[config.mk]
export PLATFORM = sky130hd
export DESIGN_NAME = adc_scan_sequencer_flat
export DESIGN_NICKNAME = d
export VERILOG_FILES = /design/src/rtl/home_inventory_pkg.sv /design/src/rtl/adc_scan_sequencer_if.sv /design/src/rtl/adc_timeout_ctr.sv /design/src/rtl/adc_scan_sequencer.sv /design/src/flat_wrapper.sv
export SDC_FILE = /design/constraint.sdc
export NUM_CORES = 1
export LEC_CHECK = 0
export BUFFER_PORTS_ARGS = -buffer_cell sky130_fd_sc_hd__buf_2
export CAP_MARGIN = 20
export CORE_MARGIN = 4
export CORE_UTILIZATION = 47
export DETAILED_ROUTE_END_ITERATION = 10
export GPL_ROUTABILITY_DRIVEN = 1
export GPL_TIMING_DRIVEN = 0
export PLACE_DENSITY = 0.82
export SETUP_SLACK_MARGIN = 0.4
export SLEW_MARGIN = 20
export SYNTH_ARGS = -nofsm -noshare
export SYNTH_HDL_FRONTEND = slang
export SYNTH_SLANG_ARGS = --single-unit
[constraint.sdc]
create_clock -name wb_clk_i -period 1.7 [get_ports wb_clk_i]
set_input_delay 0 -clock wb_clk_i [delete_from_list [all_inputs] [get_ports wb_clk_i]]
set_output_delay 0 -clock wb_clk_i [all_outputs]
set_load 0.02 [all_outputs]
[src/rtl/home_inventory_pkg.sv]
// Shared constants and types for the home-inventory load-cell frontend.
// The ADC sequencer and the Wishbone register block both import this package.
package home_inventory_pkg;

    localparam int unsigned NUM_CH_MAX = 8;
    localparam int unsigned DATA_W     = 24;

    // ADC_CFG register field widths
    localparam int unsigned CFG_NUM_CH_W = 4;
    localparam int unsigned CFG_CONT_W   = 1;

    localparam int unsigned FRAME_CNT_W = 16;

    typedef enum logic [2:0] {
        StIdle,
        StReq,
        StWait,
        StStore,
        StDone
    } scan_state_e;

endpackage

[src/rtl/adc_scan_sequencer_if.sv]
// Conversion request/acknowledge handshake between the scan sequencer and the ADC frontend.
// The sequencer side uses the master modport, the frontend the slave modport.
interface adc_scan_sequencer_if #(
    parameter int unsigned ChW   = 3,
    parameter int unsigned DataW = 24
);

    logic             conv_req;
    logic [ChW-1:0]   conv_ch;
    logic             conv_ack;
    logic [DataW-1:0] conv_data;

    modport master (
        output conv_req,
        output conv_ch,
        input  conv_ack,
        input  conv_data
    );

    modport slave (
        input  conv_req,
        input  conv_ch,
        output conv_ack,
        output conv_data
    );

endinterface

[src/rtl/adc_timeout_ctr.sv]
// Per-channel acknowledge timeout counter: cleared on request, counts while waiting and
// raises tc_o once it has counted TimeoutCyc-1 waiting cycles.
module adc_timeout_ctr #(
    parameter int unsigned TimeoutCyc = 1024
) (
    input  logic clk_i,
    input  logic rst_ni,
    input  logic clr_i,
    input  logic en_i,
    output logic tc_o
);

    localparam int unsigned CntW = (TimeoutCyc > 2) ? $clog2(TimeoutCyc) : 1;
    localparam logic [CntW-1:0] TcVal = CntW'(TimeoutCyc - 1);

    logic [CntW-1:0] cnt_q, cnt_d;

    assign tc_o = (cnt_q == TcVal);

    // Holds at the terminal value so a late ack can never see the counter wrap.
    always_comb begin
        cnt_d = cnt_q;
        if (clr_i) begin
            cnt_d = '0;
        end else if (en_i && !tc_o) begin
            cnt_d = cnt_q + CntW'(1);
        end
    end

    always_ff @(posedge clk_i or negedge rst_ni) begin
        if (!rst_ni) begin
            cnt_q <= '0;
        end else begin
            cnt_q <= cnt_d;
        end
    end

endmodule

[src/rtl/adc_scan_sequencer.sv]
// Steps through ADC channels 0..n-1 over the conversion handshake, writes each sample into
// the raw register file and reports frame completion or acknowledge timeout.
module adc_scan_sequencer
    import home_inventory_pkg::*;
#(
    parameter int unsigned NumChMax   = NUM_CH_MAX,
    parameter int unsigned ChW        = $clog2(NumChMax),
    parameter int unsigned DataW      = DATA_W,
    parameter int unsigned TimeoutCyc = 1024
) (
    input  logic                     wb_clk_i,
    input  logic                     wb_rst_ni,
    input  logic                     ctrl_enable,
    input  logic                     start_i,
    input  logic [CFG_NUM_CH_W-1:0]  cfg_num_ch,
    input  logic                     cfg_continuous,
    adc_scan_sequencer_if.master     conv_io,
    output logic                     raw_we_o,
    output logic [ChW-1:0]           raw_ch_o,
    output logic [DataW-1:0]         raw_data_o,
    output logic                     busy_o,
    output logic                     done_pulse_o,
    output logic                     timeout_pulse_o,
    output logic [FRAME_CNT_W-1:0]   frame_cnt_o
);

    scan_state_e            state_q, state_d;
    logic [ChW-1:0]         ch_q, ch_d;
    logic [ChW-1:0]         last_ch_q, last_ch_d;
    logic [DataW-1:0]       sample_q, sample_d;
    logic [FRAME_CNT_W-1:0] frame_cnt_q, frame_cnt_d;

    logic           tmo_clr, tmo_en, tmo_tc;
    logic [ChW:0]   eff_n;
    logic           conv_req;
    logic [ChW-1:0] conv_ch;

    assign conv_io.conv_req = conv_req;
    assign conv_io.conv_ch  = conv_ch;
    assign frame_cnt_o      = frame_cnt_q;

    // Channel count clamped to what the register file can hold.
    always_comb begin
        if (32'(cfg_num_ch) > NumChMax) begin
            eff_n = (ChW+1)'(NumChMax);
        end else begin
            eff_n = (ChW+1)'(cfg_num_ch);
        end
    end

    adc_timeout_ctr #(
        .TimeoutCyc (TimeoutCyc)
    ) u_timeout_ctr (
        .clk_i  (wb_clk_i),
        .rst_ni (wb_rst_ni),
        .clr_i  (tmo_clr),
        .en_i   (tmo_en),
        .tc_o   (tmo_tc)
    );

    always_comb begin
        state_d         = state_q;
        ch_d            = ch_q;
        last_ch_d       = last_ch_q;
        sample_d        = sample_q;
        frame_cnt_d     = frame_cnt_q;
        tmo_clr         = 1'b0;
        tmo_en          = 1'b0;
        conv_req        = 1'b0;
        conv_ch         = '0;
        raw_we_o        = 1'b0;
        raw_ch_o        = '0;
        raw_data_o      = '0;
        busy_o          = 1'b0;
        done_pulse_o    = 1'b0;
        timeout_pulse_o = 1'b0;

        unique case (state_q)
            StIdle: begin
                if (start_i && ctrl_enable && (eff_n != '0)) begin
                    last_ch_d = ChW'(eff_n - (ChW+1)'(1));
                    ch_d      = '0;
                    state_d   = StReq;
                end
            end
            StReq: begin
                busy_o   = 1'b1;
                conv_req = 1'b1;
                conv_ch  = ch_q;
                tmo_clr  = 1'b1;
                state_d  = StWait;
            end
            StWait: begin
                busy_o   = 1'b1;
                conv_req = 1'b1;
                conv_ch  = ch_q;
                tmo_en   = 1'b1;
                // An ack on the terminal cycle still wins over the timeout.
                if (conv_io.conv_ack) begin
                    sample_d = conv_io.conv_data;
                    state_d  = StStore;
                end else if (tmo_tc) begin
                    timeout_pulse_o = 1'b1;
                    state_d         = StIdle;
                end
            end
            StStore: begin
                busy_o     = 1'b1;
                raw_we_o   = 1'b1;
                raw_ch_o   = ch_q;
                raw_data_o = sample_q;
                if (ch_q == last_ch_q) begin
                    state_d = StDone;
                end else begin
                    ch_d    = ch_q + ChW'(1);
                    state_d = StReq;
                end
            end
            StDone: begin
                busy_o       = 1'b1;
                done_pulse_o = 1'b1;
                frame_cnt_d  = frame_cnt_q + FRAME_CNT_W'(1);
                if (cfg_continuous) begin
                    ch_d    = '0;
                    state_d = StReq;
                end else begin
                    state_d = StIdle;
                end
            end
            default: begin
                state_d = StIdle;
            end
        endcase

        // Disable aborts the scan: nothing is stored, counted or pulsed on the way out.
        if ((state_q != StIdle) && !ctrl_enable) begin
            state_d         = StIdle;
            ch_d            = '0;
            sample_d        = sample_q;
            frame_cnt_d     = frame_cnt_q;
            raw_we_o        = 1'b0;
            raw_ch_o        = '0;
            raw_data_o      = '0;
            done_pulse_o    = 1'b0;
            timeout_pulse_o = 1'b0;
        end
    end

    always_ff @(posedge wb_clk_i or negedge wb_rst_ni) begin
        if (!wb_rst_ni) begin
            state_q     <= StIdle;
            ch_q        <= '0;
            last_ch_q   <= '0;
            sample_q    <= '0;
            frame_cnt_q <= '0;
        end else begin
            state_q     <= state_d;
            ch_q        <= ch_d;
            last_ch_q   <= last_ch_d;
            sample_q    <= sample_d;
            frame_cnt_q <= frame_cnt_d;
        end
    end

endmodule

[src/flat_wrapper.sv]
// flat-port wrapper written by rule: the top's interface ports become plain ports
module adc_scan_sequencer_flat import home_inventory_pkg::*;
#(
    parameter int unsigned NumChMax   = NUM_CH_MAX,
    parameter int unsigned ChW        = $clog2(NumChMax),
    parameter int unsigned DataW      = DATA_W,
    parameter int unsigned TimeoutCyc = 1024
)
  (wb_clk_i, wb_rst_ni, ctrl_enable, start_i, cfg_num_ch, cfg_continuous, raw_we_o, raw_ch_o, raw_data_o, busy_o, done_pulse_o, timeout_pulse_o, frame_cnt_o, conv_io_conv_req, conv_io_conv_ch, conv_io_conv_ack, conv_io_conv_data);
  adc_scan_sequencer_if #(.ChW(ChW), .DataW(DataW)) conv_io_i ();
  input  logic wb_clk_i;
  input  logic wb_rst_ni;
  input  logic ctrl_enable;
  input  logic start_i;
  input  logic [CFG_NUM_CH_W-1:0] cfg_num_ch;
  input  logic cfg_continuous;
  output logic raw_we_o;
  output logic [ChW-1:0] raw_ch_o;
  output logic [DataW-1:0] raw_data_o;
  output logic busy_o;
  output logic done_pulse_o;
  output logic timeout_pulse_o;
  output logic [FRAME_CNT_W-1:0] frame_cnt_o;
  output wire logic [$bits(conv_io_i.conv_req)-1:0] conv_io_conv_req;
  output wire logic [$bits(conv_io_i.conv_ch)-1:0] conv_io_conv_ch;
  input wire logic [$bits(conv_io_i.conv_ack)-1:0] conv_io_conv_ack;
  input wire logic [$bits(conv_io_i.conv_data)-1:0] conv_io_conv_data;
  assign conv_io_conv_req = conv_io_i.conv_req;
  assign conv_io_conv_ch = conv_io_i.conv_ch;
  assign conv_io_i.conv_ack = conv_io_conv_ack;
  assign conv_io_i.conv_data = conv_io_conv_data;
  adc_scan_sequencer #(.NumChMax(NumChMax), .ChW(ChW), .DataW(DataW), .TimeoutCyc(TimeoutCyc)) u_core (.wb_clk_i(wb_clk_i), .wb_rst_ni(wb_rst_ni), .ctrl_enable(ctrl_enable), .start_i(start_i), .cfg_num_ch(cfg_num_ch), .cfg_continuous(cfg_continuous), .conv_io(conv_io_i), .raw_we_o(raw_we_o), .raw_ch_o(raw_ch_o), .raw_data_o(raw_data_o), .busy_o(busy_o), .done_pulse_o(done_pulse_o), .timeout_pulse_o(timeout_pulse_o), .frame_cnt_o(frame_cnt_o));
endmodule
==> run_results.csv, run 1 <==
group,metric,value,unit
setup_path,critPathKind,"reg -> reg",
power_and_ir_drop,power.leakage,2.51,nW
route,drt_iter0_markers,120,
timing,rsz0062_at_grt,"yes",
setup_path,rrSetupSlack,-200,ps
timing,slew_headroom,50.0,%
place,gp_congestion,0.740,
logic_synthesis,syn_inst,261,
floorplan,initial_core_util,49.2,%
timing,hold_violations,0,
floorplan,core-area,0.00599,mm2
logic_synthesis,synth_top_area_share,50.1,%
floorplan,pin_count,85,
logic_synthesis,synth_top_cell_by_area,"dfrtp_1",
grt,overflow,0,
finish,fillers,278,
route,ant_nets,0,
timing,fin_crit_sh,112,%
logic_synthesis,avgSynthCellArea,11.3,um2
finish,syn2layout_area_growth,76.3,%
power_and_ir_drop,irDropWorstVdd,0.785,mV
logic_synthesis,yosysUniqueCellTypes,47,
flow_run,maxCapViolations,0,
cts,insertion_delay,330,ps
setup_path,critPathRequiredTime,1910,ps
worst_hold_path,worst_hold_startpoint,"cfg_num_ch[0]",
worst_hold_path,hold-path-endpoint,"u_core.last_ch_q[0]",
logic_synthesis,synth-seq-cells,59,
route,post_drt_wl_per_cell,18.7,um
floorplan,fp.dieArea,0.00760,mm2
timing,fmax,527,MHz
setup_path,startpoint_type,"flop",
logic_synthesis,yosys.area_share.simple,21.0,%
worst_hold_path,min_path_type,"in -> reg",
floorplan,num_rows,28,
logic_synthesis,synth_warnings,0,
cts,cts_tree,"done",
logic_synthesis,synthesis.area,0.00295,mm2
logic_synthesis,synth_compound_area_share,7.56,%
logic_synthesis,synth-xor-area-share,5.65,%
logic_synthesis,synth_top_family_by_area,"simple AND/OR/NAND/NOR gates",
grt,grt_pass1_vias,2933,
grt,antenna_found_initial,0,
logic_synthesis,synth_common_cells,"59 x dfrtp_1, 31 x and2_1, 21 x mux2_1",
finish,final_area,0.00519,mm2
floorplan,die_h,87.2,um
grt,grt_pass1_wl,14.6,mm
timing,worst_slew_pin_slew,750,ps
setup_path,reg2regPathDepth,8,
route,drt-vias-per-instance,5.39,
logic_synthesis,async_flop_share,100,%
cts,cts_max_level,3,
setup_path,r2r-end,"u_core.sample_q[22]",
setup_path,endpoint_kind,"flop",
route,drt_pass1_iterations,4,
power_and_ir_drop,totalPowerFinal,0.00555,W
route,drc,0,
route,route.vias.total,2723,
logic_synthesis,synthTopCellsByArea,"dfrtp_1 50%, mux2_1 8.0%, and2_1 6.6%",
cts,cts_buffers,9,
finish,nNetsFinal,463,
setup_path,reg2reg_from,"u_core.state_q[2]",
run_status,status,"finished with violations",
power_and_ir_drop,power_density,1070,mW/mm2
logic_synthesis,synth_fa_ha_area_share,1.70,%
timing,drv_slew,0,
cts,cts_sinks,59,
cts,cts-root-buf,"clkbuf_8",
logic_synthesis,synth_fp_nets,299,
timing,fin_skew,7.39,ps
floorplan,die_w,87.2,um
logic_synthesis,ys_seq_area_share,50.1,%
timing,fin_hold_ws,25.8,ps
run_status,failed_checks,"negative setup slack",
place,dp_hpwl,4.58,mm
place,portBuffers,84,
timing,layout_min_cycle_time,1900,ps
finish,diodes,0,
logic_synthesis,synth_edf_count,0,
route,wirelength,9.43,mm
timing,setup_violations,52,
logic_synthesis,synth_most_common_cell,"dfrtp_1",
logic_synthesis,ys.flop_type,"dfrtp_1",
setup_path,arrival,2110,ps
logic_synthesis,synth.area.mux_share,10.3,%
setup_path,crit_fanout,5,
grt,grt_max_degree,60,
worst_hold_path,min_path_cells,3,
grt,grt_usage,25.3,%
cts,clockBufferDepth,2,
timing,setup_slack,-199,ps
place,placed_cell_area,0.00358,mm2
cts,path_clk_slew,70,ps
finish,layout-drive-gt1-share,62.3,%
-- layout make-up --
class                   instances  area (um2)  share of cell area, %
plain buffers                  12         171                   3.30
clock buffers                  12         155                   2.99
clock inverters                 4        25.0                  0.482
inverters                       8        30.0                  0.578
multi-input cells             182        1860                   35.8
flip-flops and latches         59        1480                   28.5
well taps                      75        93.8                   1.81
repair buffers                153        1380                   26.6
-- timing repair --
| action | CTS | global route |
|---|---|---|
| setup endpoints to repair | 91 | 92 |
| pin swaps | 38 | 27 |
| cloned | 4 | 0 |
| resized for setup | 163 | 54 |
| endpoints found under the hold margin | 83 | 0 |
| setup buffers | 25 | 15 |
| hold buffers | 25 | 0 |
-- metrics by stage --
| stage | worst slack [ps] | utilization (%) | TNS [ps] | instances |
|---|---|---|---|---|
| 2_1_floorplan | 152 | - | 0 | 261 |
| 3_3_place_gp | 51.2 | 59.8 | 0 | 420 |
| 3_5_place_dp | -5.79 | 59.8 | -12.4 | 420 |
| 4_1_cts | -126 | 81.0 | -2780 | 490 |
| 5_1_grt | -238 | 86.7 | -9580 | 505 |
| 6_report | -199 | 86.7 | -4880 | 505 |
-- how the worst max path moves through the flow --
stage / startpoint / to / slack [ps] / cells past startpoint
floorplan: u_core.state_q[0] / u_core.sample_q[10] / 150 / 6
global placement: u_core.state_q[2] / u_core.sample_q[21] / 50 / 6
detailed placement: u_core.state_q[2] / u_core.sample_q[15] / -6 / 6
CTS: u_core.state_q[2] / timeout_pulse_o / -130 / 5
global route: u_core.state_q[2] / u_core.sample_q[19] / -240 / 8
finish: u_core.state_q[2] / u_core.sample_q[22] / -200 / 8
-- sequential cells by signal (all words and copies together), names as in the netlist --
signal / flops
u_core.last_ch_q: 3
u_core.ch_q: 3
u_core.frame_cnt_o: 16
u_core.sample_q: 24
u_core.state_q: 3
u_core.u_timeout_ctr.cnt_q: 10
-- worst max-delay path: stages (launching register included) --
cell	delay [ps]
dfrtp_1	400
buf_6	130
buf_6	110
nor3b_4	230
and3_4	220
buf_6	120
buf_12	120
buf_8	130
mux2_4	310
-- per-layer routing --
metal  vias to the layer above  global-route usage, %  routed length, um
met5                         -                      0                  0
met4                         0                   9.21                164
met3                        14                   5.68                465
met2                        90                   45.1               5110
met1                      1365                   29.6               3690
li1                       1254                      -                  -
-- report_power, final --
part           leakage, nW  internal [W]  switching, W
registers            0.766       0.00178      0.000270
clock network       0.0884      0.000604      0.000556
logic                 1.66       0.00142      0.000925
-- cells by family (layout without fill, tap and decap cells) --
group	Yosys count	after routing
compound gates	33	33
fa+ha+maj	4	4
xor+xnor	19	19
mux	27	27
simple gates	99	99
flops	59	59
buf+inv	20	189
-- layout by cell type, fill, tap and decap left out, types with 4 or more instances in the layout --
master	Yosys	layout
buf_8	0	8
dlygate4sd3_1	0	25
xnor2_1	17	12
buf_4	6	18
and2_4	0	31
nand2_1	11	8
buf_6	1	61
buf_2	3	48
inv_1	8	6
nand4_1	8	8
a21oi_2	0	4
clkbuf_8	0	11
nand3_2	0	5
nor2_1	5	4
dfrtp_1	59	57
and3_4	0	4
xnor2_2	0	5
and3_1	9	4
mux2_4	0	26
No activity file was read; power rests on OpenSTA's default activity.
==> run 2, diff against run 1 <==
--- a/config.mk
+++ b/config.mk
@@ -5,7 +5,7 @@
 export SDC_FILE = /design/constraint.sdc
 export NUM_CORES = 1
 export LEC_CHECK = 0
-export BUFFER_PORTS_ARGS = -buffer_cell sky130_fd_sc_hd__buf_2
+export BUFFER_PORTS_ARGS = -buffer_cell sky130_fd_sc_hd__clkbuf_2
 export CAP_MARGIN = 20
 export CORE_MARGIN = 4
 export CORE_UTILIZATION = 47
==> run_results.csv, run 2 (synthesized netlist as in run 1, its figures left out) <==
group,metric,value,unit
timing,hold_violations,0,
floorplan,die_w,87.2,um
floorplan,core-area,0.00599,mm2
power_and_ir_drop,power_density,1070,mW/mm2
grt,grt_max_degree,33,
worst_hold_path,min_path_type,"in -> reg",
place,placed_cell_area,0.00360,mm2
finish,fin_util,89.4,%
floorplan,die_h,87.2,um
grt,grt_usage,26.8,%
timing,fmax,543,MHz
finish,diodes,0,
timing,tns,-3510,ps
timing,fin_crit_sh,108,%
grt,grt_pass1_wl,15.3,mm
finish,syn2layout_area_growth,81.8,%
setup_path,rrSetupSlack,-110,ps
timing,rsz0062_at_grt,"yes",
timing,worst_slew_pin_slew,738,ps
timing,setup_slack,-141,ps
grt,grt_pass1_vias,3000,
floorplan,initial_core_util,49.2,%
cts,cts_sinks,59,
floorplan,num_rows,28,
setup_path,r2r-end,"u_core.last_ch_q[0]",
cts,cts_max_level,3,
route,route.vias.total,2719,
route,dr_wl_met3,520,um
route,dr_wl_met2,5.32,mm
finish,top_register,"u_core.sample_q",
route,drt_iter0_markers,137,
cts,cts_tree,"done",
grt,antenna_found_initial,0,
setup_path,reg2regPathDepth,6,
finish,layout-drive-gt1-share,61.4,%
place,portBuffers,84,
floorplan,pin_count,85,
worst_hold_path,worst_hold_startpoint,"cfg_num_ch[1]",
worst_hold_path,min_path_cells,4,
setup_path,critPathRequiredTime,1700,ps
route,drt-vias-per-instance,5.35,
setup_path,startpoint_type,"flop",
route,ant_nets,0,
floorplan,fp.dieArea,0.00760,mm2
setup_path,endpoint_kind,"output pin",
route,drc,0,
run_status,status,"finished with violations",
timing,setup_violations,60,
cts,clockBufferDepth,2,
finish,nNetsFinal,466,
route,wl_met1,3.76,mm
setup_path,critPathKind,"reg -> out",
cts,cts-root-buf,"clkbuf_8",
place,dp_hpwl,4.69,mm
worst_hold_path,hold-path-endpoint,"u_core.last_ch_q[1]",
cts,path_clk_slew,70,ps
route,top_layer_used,"met4",
place,pre_cts_ws,5.01,ps
timing,drv_slew,0,
run_status,failed_checks,"negative setup slack",
flow_run,maxCapViolations,0,
power_and_ir_drop,power.leakage,2.54,nW
finish,largest_reg_flops,24,
finish,layout_commonest_cell,"dfrtp_1",
power_and_ir_drop,irDropWorstVdd,0.954,mV
setup_path,reg2reg_from,"u_core.state_q[0]",
cts,insertion_delay,350,ps
setup_path,arrival,1840,ps
timing,fin_skew,7.66,ps
finish,final_area,0.00536,mm2
route,drt_pass1_iterations,4,
finish,mostFrequentLayoutCells,"58 x dfrtp_1, 48 x clkbuf_2, 40 x buf_8",
timing,layout_min_cycle_time,1840,ps
cts,cts_buffers,9,
timing,slew_headroom,50.6,%
route,post_drt_wl_per_cell,19.5,um
setup_path,crit_fanout,3,
route,wirelength,9.90,mm
place,gp_congestion,0.738,
grt,overflow,0,
-- run 2: timing repair --
| item | CTS | global route |
|---|---|---|
| setup buffers | 29 | 11 |
| endpoints found under the hold margin | 84 | 0 |
| pin swaps | 40 | 18 |
| gates resized for setup | 168 | 70 |
| endpoints found under the setup margin | 91 | 92 |
| hold buffers | 26 | 0 |
| gates cloned | 5 | 0 |
-- run 2: how the worst max path moves through the flow --
| stage | to | cells past startpoint | from |
|---|---|---|---|
| after floorplan | u_core.sample_q[10] | 6 | u_core.state_q[0] |
| after global placement | u_core.sample_q[21] | 6 | u_core.state_q[2] |
| after detailed placement | u_core.u_timeout_ctr.cnt_q[5] | 6 | u_core.u_timeout_ctr.cnt_q[0] |
| after CTS | timeout_pulse_o | 5 | u_core.state_q[2] |
| after global routing | timeout_pulse_o | 5 | u_core.state_q[0] |
| final | timeout_pulse_o | 5 | u_core.state_q[0] |
-- run 2: through the flow --
stage,total power (W),hold slack (ps),cells
2_1_floorplan,0.00286,-296,261
3_3_place_gp,0.00314,216,420
3_5_place_dp,0.00322,-11.7,421
4_1_cts,0.00543,18.5,497
5_1_grt,0.00602,44.5,508
6_report,0.00576,30.6,508
-- run 2: critical path, cell delays in order, from the launching register on --
cell      delay [ps]
dfrtp_1          400
buf_6            140
or3b_4           410
nor3_4           130
nor4b_4          230
clkbuf_8         190
-- run 2: power by group --
part	internal, W	total, W	switching [W]	leakage (nW)
clock network	0.000755	0.00134	0.000587	0.106
registers	0.00178	0.00206	0.000280	0.768
logic	0.00141	0.00235	0.000939	1.67
-- run 2: final cells by class --
cell class	instances	area, um2
plain buffers	12	160
clock buffers	12	155
clock inverters	4	48.8
fillers	241	634
inverters	8	30.0
multi-input cells	182	1820
flip-flops and latches	59	1480
well taps	75	93.8
repair buffers	156	1570
-- run 2: layer usage --
metal,vias up,GRT usage (%)
met5,-,0
met4,0,13.1
met3,20,6.34
met2,90,46.7
met1,1347,30.7
li1,1262,-
==> run 3, diff against run 2 <==
==> constraint.sdc (replaced) <==
create_clock -name wb_clk_i -period 1.5 [get_ports wb_clk_i]
set_input_delay 0 -clock wb_clk_i [delete_from_list [all_inputs] [get_ports wb_clk_i]]
set_output_delay 0 -clock wb_clk_i [all_outputs]
set_load 0.02 [all_outputs]
==> run_results.csv, run 3 (synthesized netlist as in run 1, its figures left out) <==
group,metric,value,unit
finish,largest_reg_flops,24,
setup_path,critPathRequiredTime,1500,ps
timing,setup_slack,-589,ps
power_and_ir_drop,power_density,1240,mW/mm2
finish,syn2layout_area_growth,86.8,%
timing,fin_hold_ws,25.7,ps
power_and_ir_drop,clkPwrFrac,24.2,%
finish,diodes,0,
route,drt_iter0_markers,264,
finish,final_area,0.00550,mm2
cts,insertion_delay,360,ps
power_and_ir_drop,power.internal,0.00451,W
run_status,status,"finished with violations",
floorplan,die_w,87.2,um
place,dp_hpwl,4.70,mm
setup_path,critPathKind,"reg -> out",
grt,grt_pass1_vias,3130,
route,drc,0,
finish,layout-drive-gt1-share,64.8,%
timing,layout_min_cycle_time,2090,ps
power_and_ir_drop,swShare,33.8,%
flow_run,maxCapViolations,0,
power_and_ir_drop,p_seq_share,35.4,%
cts,cts_tree,"done",
finish,layout_commonest_cell,"dfrtp_1",
setup_path,endpoint_kind,"output pin",
finish,mostFrequentLayoutCells,"52 x dfrtp_1, 48 x clkbuf_2, 32 x clkbuf_8",
cts,clockBufferDepth,2,
floorplan,die_h,87.2,um
cts,cts-root-buf,"clkbuf_8",
setup_path,startpoint_type,"flop",
place,portBuffers,84,
worst_hold_path,min_path_type,"in -> reg",
timing,hold_violations,0,
route,drt_pass1_iterations,6,
route,route.vias.total,3150,
grt,grt_max_degree,53,
route,post_drt_wl_per_cell,25.7,um
timing,fin_skew,12.9,ps
route,ant_nets,0,
grt,grt_pass1_wl,16.5,mm
timing,setup_violations,92,
timing,fin_crit_sh,139,%
floorplan,initial_core_util,49.2,%
grt,overflow,0,
cts,cts_sinks,59,
power_and_ir_drop,switchingPower,0.00230,W
finish,nNetsFinal,476,
setup_path,arrival,2090,ps
setup_path,crit_fanout,5,
floorplan,pin_count,85,
finish,top_register,"u_core.sample_q",
cts,cts_buffers,9,
place,gp_congestion,0.779,
grt,grt_usage,29.1,%
floorplan,core-area,0.00599,mm2
route,drt-vias-per-instance,6.08,
timing,rsz0062_at_grt,"yes",
timing,slew_headroom,51.6,%
timing,fmax,479,MHz
power_and_ir_drop,power.share.combinational,40.4,%
grt,antenna_found_initial,0,
timing,drv_slew,0,
power_and_ir_drop,power.leakage,2.62,nW
cts,cts_max_level,3,
place,placed_cell_area,0.00368,mm2
cts,path_clk_slew,80,ps
floorplan,fp.dieArea,0.00760,mm2
power_and_ir_drop,irDropWorstVdd,1.12,mV
run_status,failed_checks,"negative setup slack",
route,wirelength,13.3,mm
floorplan,num_rows,28,
finish,fillers,177,
timing,worst_slew_pin_slew,725,ps
[run 3: metal layers]
layer  vias to the layer above  wire length, um  global-route usage (%)
met1                      1571             4820                    30.7
met2                       234             6770                    55.3
met3                        66             1110                    6.34
met4                         0              592                    11.6
li1                       1279                -                       -
met5                         -                0                       0
[run 3: power by group through the flow]
stage	clock, W	sequential [W]	combinational [W]
2_1_floorplan	0	0.00222	0.00109
3_3_place_gp	0	0.00225	0.00138
3_5_place_dp	0	0.00228	0.00143
4_1_cts	0.00154	0.00228	0.00233
5_1_grt	0.00171	0.00243	0.00287
6_report	0.00165	0.00241	0.00275
[run 3: path summary, 6_finish.rpt]
path / start / endpoint / slack, ps / depth (start not counted)
max reg2reg: u_core.state_q[2] / u_core.ch_q[0] / -520 / 10
max in group asynchronous: wb_rst_ni / u_core.u_timeout_ctr.cnt_q[7] / 930 / 3
min reg2reg: u_core.frame_cnt_o[10] / u_core.frame_cnt_o[10] / 530 / 1
max: u_core.state_q[2] / raw_data_o[14] / -590 / 9
min in group asynchronous: wb_rst_ni / u_core.state_q[1] / 40 / 2
min: cfg_num_ch[1] / u_core.last_ch_q[1] / 30 / 4
[run 3: critical path, cell delays in order, from the launching register on]
cell and delay, ps:
dfrtp_1 420, buf_6 140, buf_6 110, nand4b_1 270, inv_2 150, buf_6 100, buf_6 120, clkbuf_16 140
and2_4 160, buf_8 110
[run 3: area by class of cell]
type / count / area [um2] / area share, %
clock inverter: 4 / 47.5 / 0.864
timing repair buffer: 166 / 1640 / 29.8
clock buffer: 12 / 165 / 3.00
tap: 75 / 93.8 / 1.70
multi-input combinational: 182 / 1870 / 33.9
inverter: 8 / 30.0 / 0.546
buffer: 12 / 178 / 3.23
sequential: 59 / 1490 / 27.0
[run 3: through the flow]
stage	std cells	total power (W)	setup TNS (ps)	utilization [%]	setup slack (ps)
finish	518	0.00681	-35140	91.9	-589
global route	518	0.00700	-37980	91.9	-637
CTS	492	0.00615	-18640	84.5	-380
detailed placement	421	0.00371	-5510	61.4	-183
global placement	420	0.00363	-4540	60.9	-152
floorplan	261	0.00332	-1120	-	-48.4
[run 3: what timing repair did]
| action | 4_1_cts | 5_1_grt |
|---|---|---|
| buffers inserted | 23 | 26 |
| setup endpoints to repair | 94 | 94 |
| hold endpoints to repair | 84 | 0 |
| gates cloned | 6 | 0 |
| hold buffers | 26 | 0 |
| pin swaps | 22 | 21 |
| gates resized for setup | 146 | 71 |
